<file path="config.mk">
export PLATFORM = sky130hd
export DESIGN_NAME = gam_param_fetch_flat
export DESIGN_NICKNAME = d
export VERILOG_FILES = /design/src/rtl/gam_param_fetch_if.sv /design/src/rtl/gam_param_fetch.sv /design/src/flat_wrapper.sv
export SDC_FILE = /design/constraint.sdc
export NUM_CORES = 2
export LEC_CHECK = 0
export ABC_CLOCK_PERIOD_IN_PS = 6500
export BUFFER_PORTS_ARGS = -buffer_cell sky130_fd_sc_hd__buf_2
export CAP_MARGIN = 10
export CORE_MARGIN = 10
export CORE_UTILIZATION = 52
export DETAILED_ROUTE_END_ITERATION = 10
export PLACE_DENSITY = 0.7
export SETUP_SLACK_MARGIN = 0.02
export SYNTH_ARGS = -nofsm -noshare
export SYNTH_HDL_FRONTEND = slang
export SYNTH_SLANG_ARGS = --single-unit
</file>
<file path="constraint.sdc">
create_clock -name clock -period 6.5 [get_ports clock]
set_input_delay 0.975 -clock clock [delete_from_list [all_inputs] [get_ports clock]]
set_output_delay 0.975 -clock clock [all_outputs]
set_load 0.02 [all_outputs]
</file>
<file path="src/rtl/gam_param_fetch_if.sv">
// Signal bundle between gam_param_fetch and its surroundings: upstream capture
// status, per-subset values, fetch request/response and the parameter BRAM port.
interface gam_param_fetch_if #(
  parameter int DATA_W = 32
) ();
  logic              subset_done;
  logic              parameters_done;
  logic [DATA_W-1:0] subset_counter;
  logic [DATA_W-1:0] num_of_subsets;
  logic [DATA_W-1:0] base_address;
  logic [DATA_W-1:0] num_pxl_Int_in;
  logic [DATA_W-1:0] num_pxl_FP_in;
  logic              gam_new_subset;
  logic [DATA_W-1:0] gam_subset_number;
  logic [DATA_W-1:0] param_dout;
  logic              param_ea;
  logic [3:0]        param_wea;
  logic [DATA_W-1:0] param_addr;
  logic [DATA_W-1:0] gam_cx;
  logic [DATA_W-1:0] gam_cy;
  logic [DATA_W-1:0] base_addr_out;
  logic [DATA_W-1:0] num_pxl_Int_out;
  logic [DATA_W-1:0] num_pxl_FP_out;
  logic              gam_interface_done;
  logic              busy;
`ifdef GAM_RANGE_CHECK_EN
  logic              subset_err;
`endif

  modport master (
    output subset_done, parameters_done, subset_counter, num_of_subsets,
           base_address, num_pxl_Int_in, num_pxl_FP_in, gam_new_subset,
           gam_subset_number, param_dout,
    input  param_ea, param_wea, param_addr, gam_cx, gam_cy, base_addr_out,
           num_pxl_Int_out, num_pxl_FP_out, gam_interface_done, busy
`ifdef GAM_RANGE_CHECK_EN
           , subset_err
`endif
  );

  modport slave (
    input  subset_done, parameters_done, subset_counter, num_of_subsets,
           base_address, num_pxl_Int_in, num_pxl_FP_in, gam_new_subset,
           gam_subset_number, param_dout,
    output param_ea, param_wea, param_addr, gam_cx, gam_cy, base_addr_out,
           num_pxl_Int_out, num_pxl_FP_out, gam_interface_done, busy
`ifdef GAM_RANGE_CHECK_EN
           , subset_err
`endif
  );
endinterface

</file>
<file path="src/rtl/gam_param_fetch.sv">
// Captures per-subset base/pixel tables, then on request fetches cx/cy for a subset
// from parameter BRAM. Optional GAM_RANGE_CHECK_EN adds subset_err and skips bad fetches.
module gam_param_fetch #(
  parameter int DATA_W            = 32,
  parameter int MAX_SUBSETS       = 14,
  parameter int PARAMS_PER_SUBSET = 5,
  parameter int CX_OFFSET         = 3,
  parameter int CY_OFFSET         = 4,
  parameter int RD_LAT            = 3,
  parameter int DONE_HOLD         = 3
) (
  input  logic              clock,
  input  logic              reset,
  gam_param_fetch_if.slave  bus
);
  localparam int IDX_W = (MAX_SUBSETS > 1) ? $clog2(MAX_SUBSETS) : 1;

  typedef enum logic [2:0] {
    CAPTURE, FLUSH, IDLE, CX_ADDR, CX_WAIT, CY_WAIT, DONE, HOLD
  } state_t;

  state_t            r_state, w_next;
  logic [3:0]        r_cnt;
  logic [DATA_W-1:0] r_idx;
  logic [DATA_W-1:0] r_base [MAX_SUBSETS];
  logic [DATA_W-1:0] r_int  [MAX_SUBSETS];
  logic [DATA_W-1:0] r_fp   [MAX_SUBSETS];
  logic [DATA_W-1:0] r_addr, r_cx, r_cy, r_base_out, r_int_out, r_fp_out;
  logic              r_done;

  logic              w_cap, w_base_wr, w_pix_wr, w_req, w_req_ok, w_err;
  logic              w_rd_last, w_hold_last;
  logic [DATA_W-1:0] w_sc_m1, w_cx_addr, w_cy_addr;
  logic [IDX_W-1:0]  w_sc_idx, w_pix_idx, w_req_idx;

  assign w_cap     = bus.parameters_done & ~bus.subset_done;
  assign w_sc_m1   = bus.subset_counter - DATA_W'(1);
  assign w_sc_idx  = bus.subset_counter[IDX_W-1:0];
  assign w_pix_idx = w_sc_m1[IDX_W-1:0];
  assign w_req_idx = bus.gam_subset_number[IDX_W-1:0];

  // Writes past the table depth are silently dropped.
  assign w_base_wr = (r_state == CAPTURE) && w_cap &&
                     (bus.subset_counter < bus.num_of_subsets) &&
                     (bus.subset_counter < DATA_W'(MAX_SUBSETS));
  assign w_pix_wr  = (((r_state == CAPTURE) && w_cap) || (r_state == FLUSH)) &&
                     (bus.subset_counter != '0) && (w_sc_m1 < DATA_W'(MAX_SUBSETS));

  assign w_req    = (r_state == IDLE) && bus.gam_new_subset && bus.parameters_done;
  assign w_req_ok = bus.gam_subset_number < DATA_W'(MAX_SUBSETS);
`ifdef GAM_RANGE_CHECK_EN
  assign w_err    = !w_req_ok || (bus.gam_subset_number >= bus.num_of_subsets);
`else
  assign w_err    = 1'b0;
`endif

  assign w_rd_last   = (r_cnt == 4'(RD_LAT - 1));
  assign w_hold_last = (r_cnt == 4'(DONE_HOLD - 1));

  // Byte addresses of the cx/cy words; record 0 is skipped, hence idx+1.
  assign w_cx_addr = ((r_idx + DATA_W'(1)) * DATA_W'(PARAMS_PER_SUBSET) + DATA_W'(CX_OFFSET)) << 2;
  assign w_cy_addr = ((r_idx + DATA_W'(1)) * DATA_W'(PARAMS_PER_SUBSET) + DATA_W'(CY_OFFSET)) << 2;

  always_comb begin
    w_next = r_state;
    case (r_state)
      CAPTURE: if (w_cap && (bus.subset_counter >= bus.num_of_subsets)) w_next = FLUSH;
      FLUSH:   w_next = IDLE;
      IDLE:    if (w_req) w_next = w_err ? DONE : CX_ADDR;
      CX_ADDR: w_next = CX_WAIT;
      CX_WAIT: if (w_rd_last) w_next = CY_WAIT;
      CY_WAIT: if (w_rd_last) w_next = DONE;
      DONE:    w_next = HOLD;
      HOLD:    if (w_hold_last) w_next = IDLE;
      default: w_next = CAPTURE;
    endcase
  end

  always_ff @(posedge clock) begin
    if (reset) begin
      r_state    <= CAPTURE;
      r_cnt      <= '0;
      r_idx      <= '0;
      r_addr     <= '0;
      r_cx       <= '0;
      r_cy       <= '0;
      r_base_out <= '0;
      r_int_out  <= '0;
      r_fp_out   <= '0;
      r_done     <= 1'b0;
      for (int i = 0; i < MAX_SUBSETS; i++) begin
        r_base[i] <= '0;
        r_int[i]  <= '0;
        r_fp[i]   <= '0;
      end
    end else begin
      r_state <= w_next;
      r_cnt   <= (r_state != w_next) ? 4'd0 : r_cnt + 4'd1;
      if (w_base_wr) r_base[w_sc_idx] <= bus.base_address;
      if (w_pix_wr) begin
        r_int[w_pix_idx] <= bus.num_pxl_Int_in;
        r_fp[w_pix_idx]  <= bus.num_pxl_FP_in;
      end
      if (w_req) begin
        r_idx <= bus.gam_subset_number;
        if (w_err) begin
          r_cx       <= '0;
          r_cy       <= '0;
          r_base_out <= '0;
          r_int_out  <= '0;
          r_fp_out   <= '0;
        end else begin
          r_base_out <= w_req_ok ? r_base[w_req_idx] : '0;
          r_int_out  <= w_req_ok ? r_int[w_req_idx]  : '0;
          r_fp_out   <= w_req_ok ? r_fp[w_req_idx]   : '0;
        end
      end
      case (r_state)
        CX_ADDR: r_addr <= w_cx_addr;
        CX_WAIT: if (w_rd_last) begin
          r_cx   <= bus.param_dout;
          r_addr <= w_cy_addr;
        end
        CY_WAIT: if (w_rd_last) r_cy <= bus.param_dout;
        DONE:    r_done <= 1'b1;
        HOLD:    if (w_hold_last) r_done <= 1'b0;
        default: ;
      endcase
    end
  end

`ifdef GAM_RANGE_CHECK_EN
  logic r_err;
  always_ff @(posedge clock) begin
    if (reset)      r_err <= 1'b0;
    else if (w_req) r_err <= w_err;
  end
  assign bus.subset_err = r_err;
`endif

  assign bus.param_ea           = (r_state != CAPTURE) && (r_state != FLUSH);
  assign bus.param_wea          = 4'b0000;
  assign bus.param_addr         = r_addr;
  assign bus.gam_cx             = r_cx;
  assign bus.gam_cy             = r_cy;
  assign bus.base_addr_out      = r_base_out;
  assign bus.num_pxl_Int_out    = r_int_out;
  assign bus.num_pxl_FP_out     = r_fp_out;
  assign bus.gam_interface_done = r_done;
  assign bus.busy               = (r_state != IDLE) && (r_state != CAPTURE);
endmodule
</file>
<file path="src/flat_wrapper.sv">
// flat-port wrapper written by rule: the top's interface ports become plain ports
module gam_param_fetch_flat 
#(
  parameter int DATA_W            = 32,
  parameter int MAX_SUBSETS       = 14,
  parameter int PARAMS_PER_SUBSET = 5,
  parameter int CX_OFFSET         = 3,
  parameter int CY_OFFSET         = 4,
  parameter int RD_LAT            = 3,
  parameter int DONE_HOLD         = 3
)
  (clock, reset, bus_subset_done, bus_parameters_done, bus_subset_counter, bus_num_of_subsets, bus_base_address, bus_num_pxl_Int_in, bus_num_pxl_FP_in, bus_gam_new_subset, bus_gam_subset_number, bus_param_dout, bus_param_ea, bus_param_wea, bus_param_addr, bus_gam_cx, bus_gam_cy, bus_base_addr_out, bus_num_pxl_Int_out, bus_num_pxl_FP_out, bus_gam_interface_done, bus_busy);
  gam_param_fetch_if #(.DATA_W(DATA_W)) bus_i ();
  input  logic clock;
  input  logic reset;
  input wire logic [$bits(bus_i.subset_done)-1:0] bus_subset_done;
  input wire logic [$bits(bus_i.parameters_done)-1:0] bus_parameters_done;
  input wire logic [$bits(bus_i.subset_counter)-1:0] bus_subset_counter;
  input wire logic [$bits(bus_i.num_of_subsets)-1:0] bus_num_of_subsets;
  input wire logic [$bits(bus_i.base_address)-1:0] bus_base_address;
  input wire logic [$bits(bus_i.num_pxl_Int_in)-1:0] bus_num_pxl_Int_in;
  input wire logic [$bits(bus_i.num_pxl_FP_in)-1:0] bus_num_pxl_FP_in;
  input wire logic [$bits(bus_i.gam_new_subset)-1:0] bus_gam_new_subset;
  input wire logic [$bits(bus_i.gam_subset_number)-1:0] bus_gam_subset_number;
  input wire logic [$bits(bus_i.param_dout)-1:0] bus_param_dout;
  output wire logic [$bits(bus_i.param_ea)-1:0] bus_param_ea;
  output wire logic [$bits(bus_i.param_wea)-1:0] bus_param_wea;
  output wire logic [$bits(bus_i.param_addr)-1:0] bus_param_addr;
  output wire logic [$bits(bus_i.gam_cx)-1:0] bus_gam_cx;
  output wire logic [$bits(bus_i.gam_cy)-1:0] bus_gam_cy;
  output wire logic [$bits(bus_i.base_addr_out)-1:0] bus_base_addr_out;
  output wire logic [$bits(bus_i.num_pxl_Int_out)-1:0] bus_num_pxl_Int_out;
  output wire logic [$bits(bus_i.num_pxl_FP_out)-1:0] bus_num_pxl_FP_out;
  output wire logic [$bits(bus_i.gam_interface_done)-1:0] bus_gam_interface_done;
  output wire logic [$bits(bus_i.busy)-1:0] bus_busy;
  assign bus_i.subset_done = bus_subset_done;
  assign bus_i.parameters_done = bus_parameters_done;
  assign bus_i.subset_counter = bus_subset_counter;
  assign bus_i.num_of_subsets = bus_num_of_subsets;
  assign bus_i.base_address = bus_base_address;
  assign bus_i.num_pxl_Int_in = bus_num_pxl_Int_in;
  assign bus_i.num_pxl_FP_in = bus_num_pxl_FP_in;
  assign bus_i.gam_new_subset = bus_gam_new_subset;
  assign bus_i.gam_subset_number = bus_gam_subset_number;
  assign bus_i.param_dout = bus_param_dout;
  assign bus_param_ea = bus_i.param_ea;
  assign bus_param_wea = bus_i.param_wea;
  assign bus_param_addr = bus_i.param_addr;
  assign bus_gam_cx = bus_i.gam_cx;
  assign bus_gam_cy = bus_i.gam_cy;
  assign bus_base_addr_out = bus_i.base_addr_out;
  assign bus_num_pxl_Int_out = bus_i.num_pxl_Int_out;
  assign bus_num_pxl_FP_out = bus_i.num_pxl_FP_out;
  assign bus_gam_interface_done = bus_i.gam_interface_done;
  assign bus_busy = bus_i.busy;
  gam_param_fetch #(.DATA_W(DATA_W), .MAX_SUBSETS(MAX_SUBSETS), .PARAMS_PER_SUBSET(PARAMS_PER_SUBSET), .CX_OFFSET(CX_OFFSET), .CY_OFFSET(CY_OFFSET), .RD_LAT(RD_LAT), .DONE_HOLD(DONE_HOLD)) u_core (.clock(clock), .reset(reset), .bus(bus_i));
endmodule
</file>
* Yosys cells after proc, flatten, opt, wreduce, memory -nomap -nowiden
Memories as Yosys holds them, arrays and structs flattened. Index checks and enable logic that the tools add are counted.
Cells by class: multiply operators 1, order comparisons 5, equality and inequality tests 13, reductions and logical operators 24, add/sub/neg operators 5, bitwise gates (word level) 2, multiplexer cells 30
Operators with widths (count):
- $mux W32 | 7
- $lt A32 B4 Y1 const B | 3
- $reduce_or A32 Y1 | 3
- $pmux W32 S2 | 1
- $add A32 B1 Y32 const B | 1
- $ge A32 B32 Y1 | 1
- $lt A32 B32 Y1 | 1
- $mul A32 B3 Y30 const B | 1
- $reduce_bool A32 Y1 | 1
- $sub A32 B1 Y32 const B | 1
- $add A30 B2 Y30 const B | 1
- $add A30 B3 Y30 const B | 1
- $pmux W3 S8 | 1
- $mux W3 | 5
- $eq A3 B3 Y1 const B | 4
- $mux W1 | 12
- $mux W4 | 3
- $logic_and A1 B1 Y1 | 10
- $reduce_and A2 Y1 | 4
- $eq A3 B2 Y1 const B | 2
- $add A4 B1 Y4 const B | 1
- $eq A4 B2 Y1 const B | 1
- $ne A2 B1 Y1 const B | 2
- $reduce_bool A2 Y1 | 2
- 11 further kinds | 11
Storage, ports and cells: memories 3, register bits 232, output and inout bits 199, memory bits (writable) 1344
Memories:
- u_core.r_base | words 14, width 32, read ports 1, clocked after Yosys merged registers in 0, write ports 14, line gam_param_fetch.sv:25 | logic [DATA_W-1:0] r_base [MAX_SUBSETS];
- u_core.r_fp | words 14, width 32, read ports 1, clocked after Yosys merged registers in 0, write ports 14, line gam_param_fetch.sv:27 | logic [DATA_W-1:0] r_fp [MAX_SUBSETS];
- u_core.r_int | words 14, width 32, read ports 1, clocked after Yosys merged registers in 0, write ports 14, line gam_param_fetch.sv:26 | logic [DATA_W-1:0] r_int [MAX_SUBSETS];

* Logic depth before layout (Yosys ltp)
word-level depth 11, depth in mapped cells 23, gate-level depth less buffers 22

* Worst setup path after synthesis
Ideal clock, no wire load.
path type input to register, from input port bus_subset_counter[2], to memory u_core.r_fp[14][0], enable pin, stages on the path 12, data arrival time 5380 ps, data required time 6071 ps, library setup time 429 ps, path buffers 3, setup slack 692 ps, path through clkbuf_1 or2_1 nor4_4 nor4b_4 nor3b_1 xor2_1 or4_1 or4_1 buf_2 nor2_4 clkbuf_1 and2_1
RTL lines:
- start: declaration | line flat_wrapper.sv:18 | input wire logic [$bits(bus_i.subset_counter)-1:0] bus_subset_counter;
- end: declaration | line gam_param_fetch.sv:27

* Final worst setup path
from register u_core.r_idx[0], to register u_core.r_addr[30] (netlist: u_core.bus.param_addr[30])
Between the ends: longest elaborated chain between the ends 5
RTL lines:
- start: declaration | line gam_param_fetch.sv:24 | logic [DATA_W-1:0] r_idx;
- start signal: assignment | line gam_param_fetch.sv:105 | r_idx <= bus.gam_subset_number;
- $add A32 B1 Y32 (*) | line gam_param_fetch.sv:61, gam_param_fetch.sv:62
- $mul A32 B3 Y30 (*) | line gam_param_fetch.sv:61, gam_param_fetch.sv:62
- $add A30 B3 Y30 | line gam_param_fetch.sv:62 | assign w_cy_addr = ((r_idx + DATA_W'(1)) * DATA_W'(PARAMS_PER_SUBSET) + DATA_W'(CY_OFFSET)) << 2;
- $mux W32 | line gam_param_fetch.sv:120 | CX_WAIT: if (w_rd_last) begin
- $pmux W32 S2 (*) | line gam_param_fetch.sv:118 | case (r_state)
- end signal: assignment | line gam_param_fetch.sv:119 | CX_ADDR: r_addr <= w_cx_addr;
- end signal: assignment | line gam_param_fetch.sv:122 | r_addr <= w_cy_addr;
- end: declaration | line gam_param_fetch.sv:28 | logic [DATA_W-1:0] r_addr, r_cx, r_cy, r_base_out, r_int_out, r_fp_out;
Mark *: on every way between the ends. The rest lies on a longest branch, timed or not. The select of a mux whose other input is x is not followed. A chain may end at the register's enable or synchronous reset.

==> results.py <==
metrics = {
    "power_and_ir_drop": {
        "pwr-share-clk_pct": 41.6,
        "comb_power_share_pct": 6.4,
        "p_sw_mw": 5.54,
        "pwr-share-seq_pct": 52.0,
        "irDropWorstVdd_mv": 0.258,
        "power.total_mw": 24.3,
        "p_leak_nw": 35.8,
        "p_int_mw": 18.8,
        "sw_frac_of_total_pct": 22.8,
        "power_density_nw_per_um2": 271,
    },
    "sta": {
        "finalHoldViolations": 0,
        "setup_slack_ns": 0.823,
        "tightest_slew_ns": 1.18,
        "post-route-min-period_ns": 5.68,
        "clock.fmax_mhz": 176,
        "slew_violations": 0,
        "period_share_pct": 87.3,
        "skew_ns": 0.0632,
        "max_slew_margin_pct": 21.4,
        "rsz0062_at_grt": "no",
        "finalSetupViolations": 0,
        "hold_ws_ns": 0.389,
        "setup_tns_ns": 0,
    },
    "cts": {
        "cts.htree.levels": 4,
        "clk_latency_ns": 0.83,
        "clk_path_buf_depth": 3,
        "clock-sinks": 1764,
        "ctsResizeCount": 0,
        "postCtsHoldBufs": 0,
        "cts_buffers": 181,
        "clock-root-buffer": "clkbuf_16",
        "cts_setup_buffers": 0,
        "path_clk_slew_ns": 0.06,
        "cts_tree": "built",
    },
    "layout": {
        "design_area_um2": 89800,
        "multi_input_area_um2": 27200,
        "fin_nets": 5958,
        "seq_area_um2": 50700,
        "syn2layout_area_growth_pct": 11.9,
        "fill_cells": 11686,
        "layout-drive-gt1-share_pct": 23.0,
    },
    "detailed_routing": {
        "vias": 48961,
        "drt_iter0_markers": 5172,
        "drc": 0,
        "post_drt_wl_per_cell_um": 27.9,
        "antenna_left": 0,
        "viasPerCell": 6.23,
        "dr.pass1.iters": 6,
        "totalWireLength_mm": 219,
    },
    "global_routing": {
        "grtUsageTotal_pct": 25.3,
        "grt_antenna_before_repair": 42,
        "met1_usage_pct": 35.0,
        "grt_use_met2_pct": 40.0,
        "grt_use_met3_pct": 5.86,
        "grt.overflow.total": 0,
        "grt_pass1_vias": 48683,
        "grt_max_degree": 191,
        "grt_pass1_wl_mm": 324,
        "grt-busiest-layer": "met2",
    },
    "status": {
        "status": "completed",
    },
    "worst_setup_path": {
        "startpoint_type": "flip-flop",
        "worst-path-buf-inv": 0,
        "endpoint_kind": "flip-flop",
        "crit_cells": 20,
        "r2r_slack_ns": 0.82,
        "endpoint": "u_core.bus.param_addr[30]",
        "reg2reg_to": "u_core.bus.param_addr[30]",
        "arrival_ns": 6.39,
        "cpMaxStageDelayCell": "a311oi_1",
        "critPathTopFamily": "simple AND/OR/NAND/NOR gates",
        "slowest_delay_ns": 0.48,
        "cp_max_fo": 7,
        "worstPathRequired_ns": 7.21,
        "path_cells": "ha_1 > and3_1 > and3_1 > and2_1 > and3_1 > and3_1 > nand3_1 > xnor2_1 > ha_1 > ha_1 > nand2_1 > o21ai_0 > or3_1 > nand2_1 > a311oi_1 > nand4_1 > or3_1 > nor4b_1 > nor2_1 > a211o_1",
        "cp_common_cell": "and3_1",
        "worst_r2r_startpoint": "u_core.r_idx[0]",
        "crit_start": "u_core.r_idx[0]",
        "r2r_cells": 20,
        "crit_type": "reg -> reg",
    },
    "die": {
        "die_h_um": 413,
        "initial_core_util_pct": 52.2,
        "die-area_um2": 171000,
        "ioPinCount": 428,
        "core.rowCount": 144,
        "core-area_um2": 154000,
        "fp.dieW_um": 413,
    },
    "hold_path": {
        "hold_path_depth": 3,
        "worstHoldPathType": "in -> reg",
    },
    "logic_synthesis": {
        "synth_top_area_share_pct": 57.4,
        "syn_area_per_cell_um2": 14.7,
        "synth_edf_count": 1536,
        "synthTopCellsByCount": "edfxtp_1, and3_1, mux4_2, and2_1, clkbuf_1",
        "netlist_top_cells_area": "edfxtp_1, mux4_2, and3_1",
        "async_flop_share_pct": 0,
        "synth_area_leader_cell": "edfxtp_1",
        "synth.distinct_cells": 71,
        "ys_warn_count": 0,
        "ys_seq_area_share_pct": 63.1,
        "syn_inst": 5473,
        "syn_area_um2": 80300,
        "ys_ff_latch": 1764,
        "synth.most_common_cell": "edfxtp_1",
        "ys.flop_type": "edfxtp_1",
    },
    "place": {
        "preCtsSetupSlack_ns": 0.572,
        "placed_area_um2": 84000,
        "io_buffers": 421,
        "place_hpwl_mm": 131,
        "place.gp.congestion": 0.874,
    },
    "job": {
        "max-cap-violations": 0,
    },
}
registers in the layout, indices dropped and copies added, names as in the netlist:
signal / flops
u_core.bus.base_addr_out: 32
u_core.bus.gam_cx: 32
u_core.bus.gam_cy: 32
u_core.bus.gam_interface_done: 1
u_core.bus.num_pxl_FP_out: 32
u_core.bus.num_pxl_Int_out: 32
u_core.bus.param_addr: 30
u_core.r_base: 512
u_core.r_cnt: 4
u_core.r_fp: 512
u_core.r_idx: 30
u_core.r_int: 512
u_core.r_state: 3
cell type report:
| cell class | count | share of cell area [%] |
|---|---|---|
| diodes | 14 | 0.0390 |
| clock buffers | 257 | 5.59 |
| clock inverters | 83 | 0.806 |
| inverters | 56 | 0.234 |
| multi-input cells | 3103 | 30.2 |
| flip-flops and latches | 1764 | 56.4 |
| well taps | 2044 | 2.85 |
| repair buffers | 538 | 3.81 |
metrics by stage:
stage	cells	util, %
after floorplan	5478	-
after global placement	7504	54.6
after CTS	7844	58.3
after global routing	7853	58.4
after detailed placement	7504	54.6
final	7859	58.4
cell usage in the layout, fill, tap and decap left out, drive strengths merged, types with 98 or more instances in the layout:
cell type     n
mux4        480
a22oi        98
clkbuf      257
and3        909
a21oi       145
nor2        211
buf         538
and2        466
nand2       271
dfxtp       228
edfxtp     1536
worst min-delay path by stage:
stage                           from               endpoint  slack, ns
4_1_cts            bus_param_dout[8]   u_core.bus.gam_cy[8]       0.32
6_report           bus_param_dout[8]   u_core.bus.gam_cy[8]       0.39
3_3_place_gp   u_core.bus.gam_cy[24]  u_core.bus.gam_cy[24]       0.44
3_5_place_dp    u_core.bus.gam_cy[4]   u_core.bus.gam_cy[4]       0.44
2_1_floorplan       u_core.r_idx[29]       u_core.r_idx[29]       0.45
5_1_grt            bus_param_dout[4]   u_core.bus.gam_cx[4]       0.35
power by group through the flow:
stage / clock (mW) / combinational (mW) / sequential (mW)
detailed placement: 0 / 1.56 / 12.9
global route: 10.7 / 1.65 / 12.7
finish: 10.1 / 1.56 / 12.6
floorplan: 0 / 0.917 / 12.9
CTS: 10.2 / 1.57 / 12.6
global placement: 0 / 1.55 / 12.9
kinds of logic (layout without fill, tap and decap cells):
group | count (synthesis) | count (layout) | share of synthesized area, %
AOI/OAI and AO/OA | 409 | 409 | 3.33
xor gates and xnor gates | 91 | 91 | 0.992
adders and majority gates | 85 | 85 | 1.33
buffers and inverters | 611 | 934 | 3.36
DFF | 1764 | 1764 | 63.1
muxes | 484 | 484 | 13.5
other | 1 | 20 | 0.00467
and+or+nand+nor | 2028 | 2028 | 14.4
tightest hold or removal path, cell delays in order:
cell and delay (ns):
buf_2 0.10, nand2_1 0.05, a21oi_1 0.05
layer usage:
metal  up-vias  wire length, µm
met2      2377           104000
met1     24915            88200
met3       389            20800
li1      21244                -
met4        36             6120
met5         -              225
Note: power is estimated with default switching activity, not from simulation.
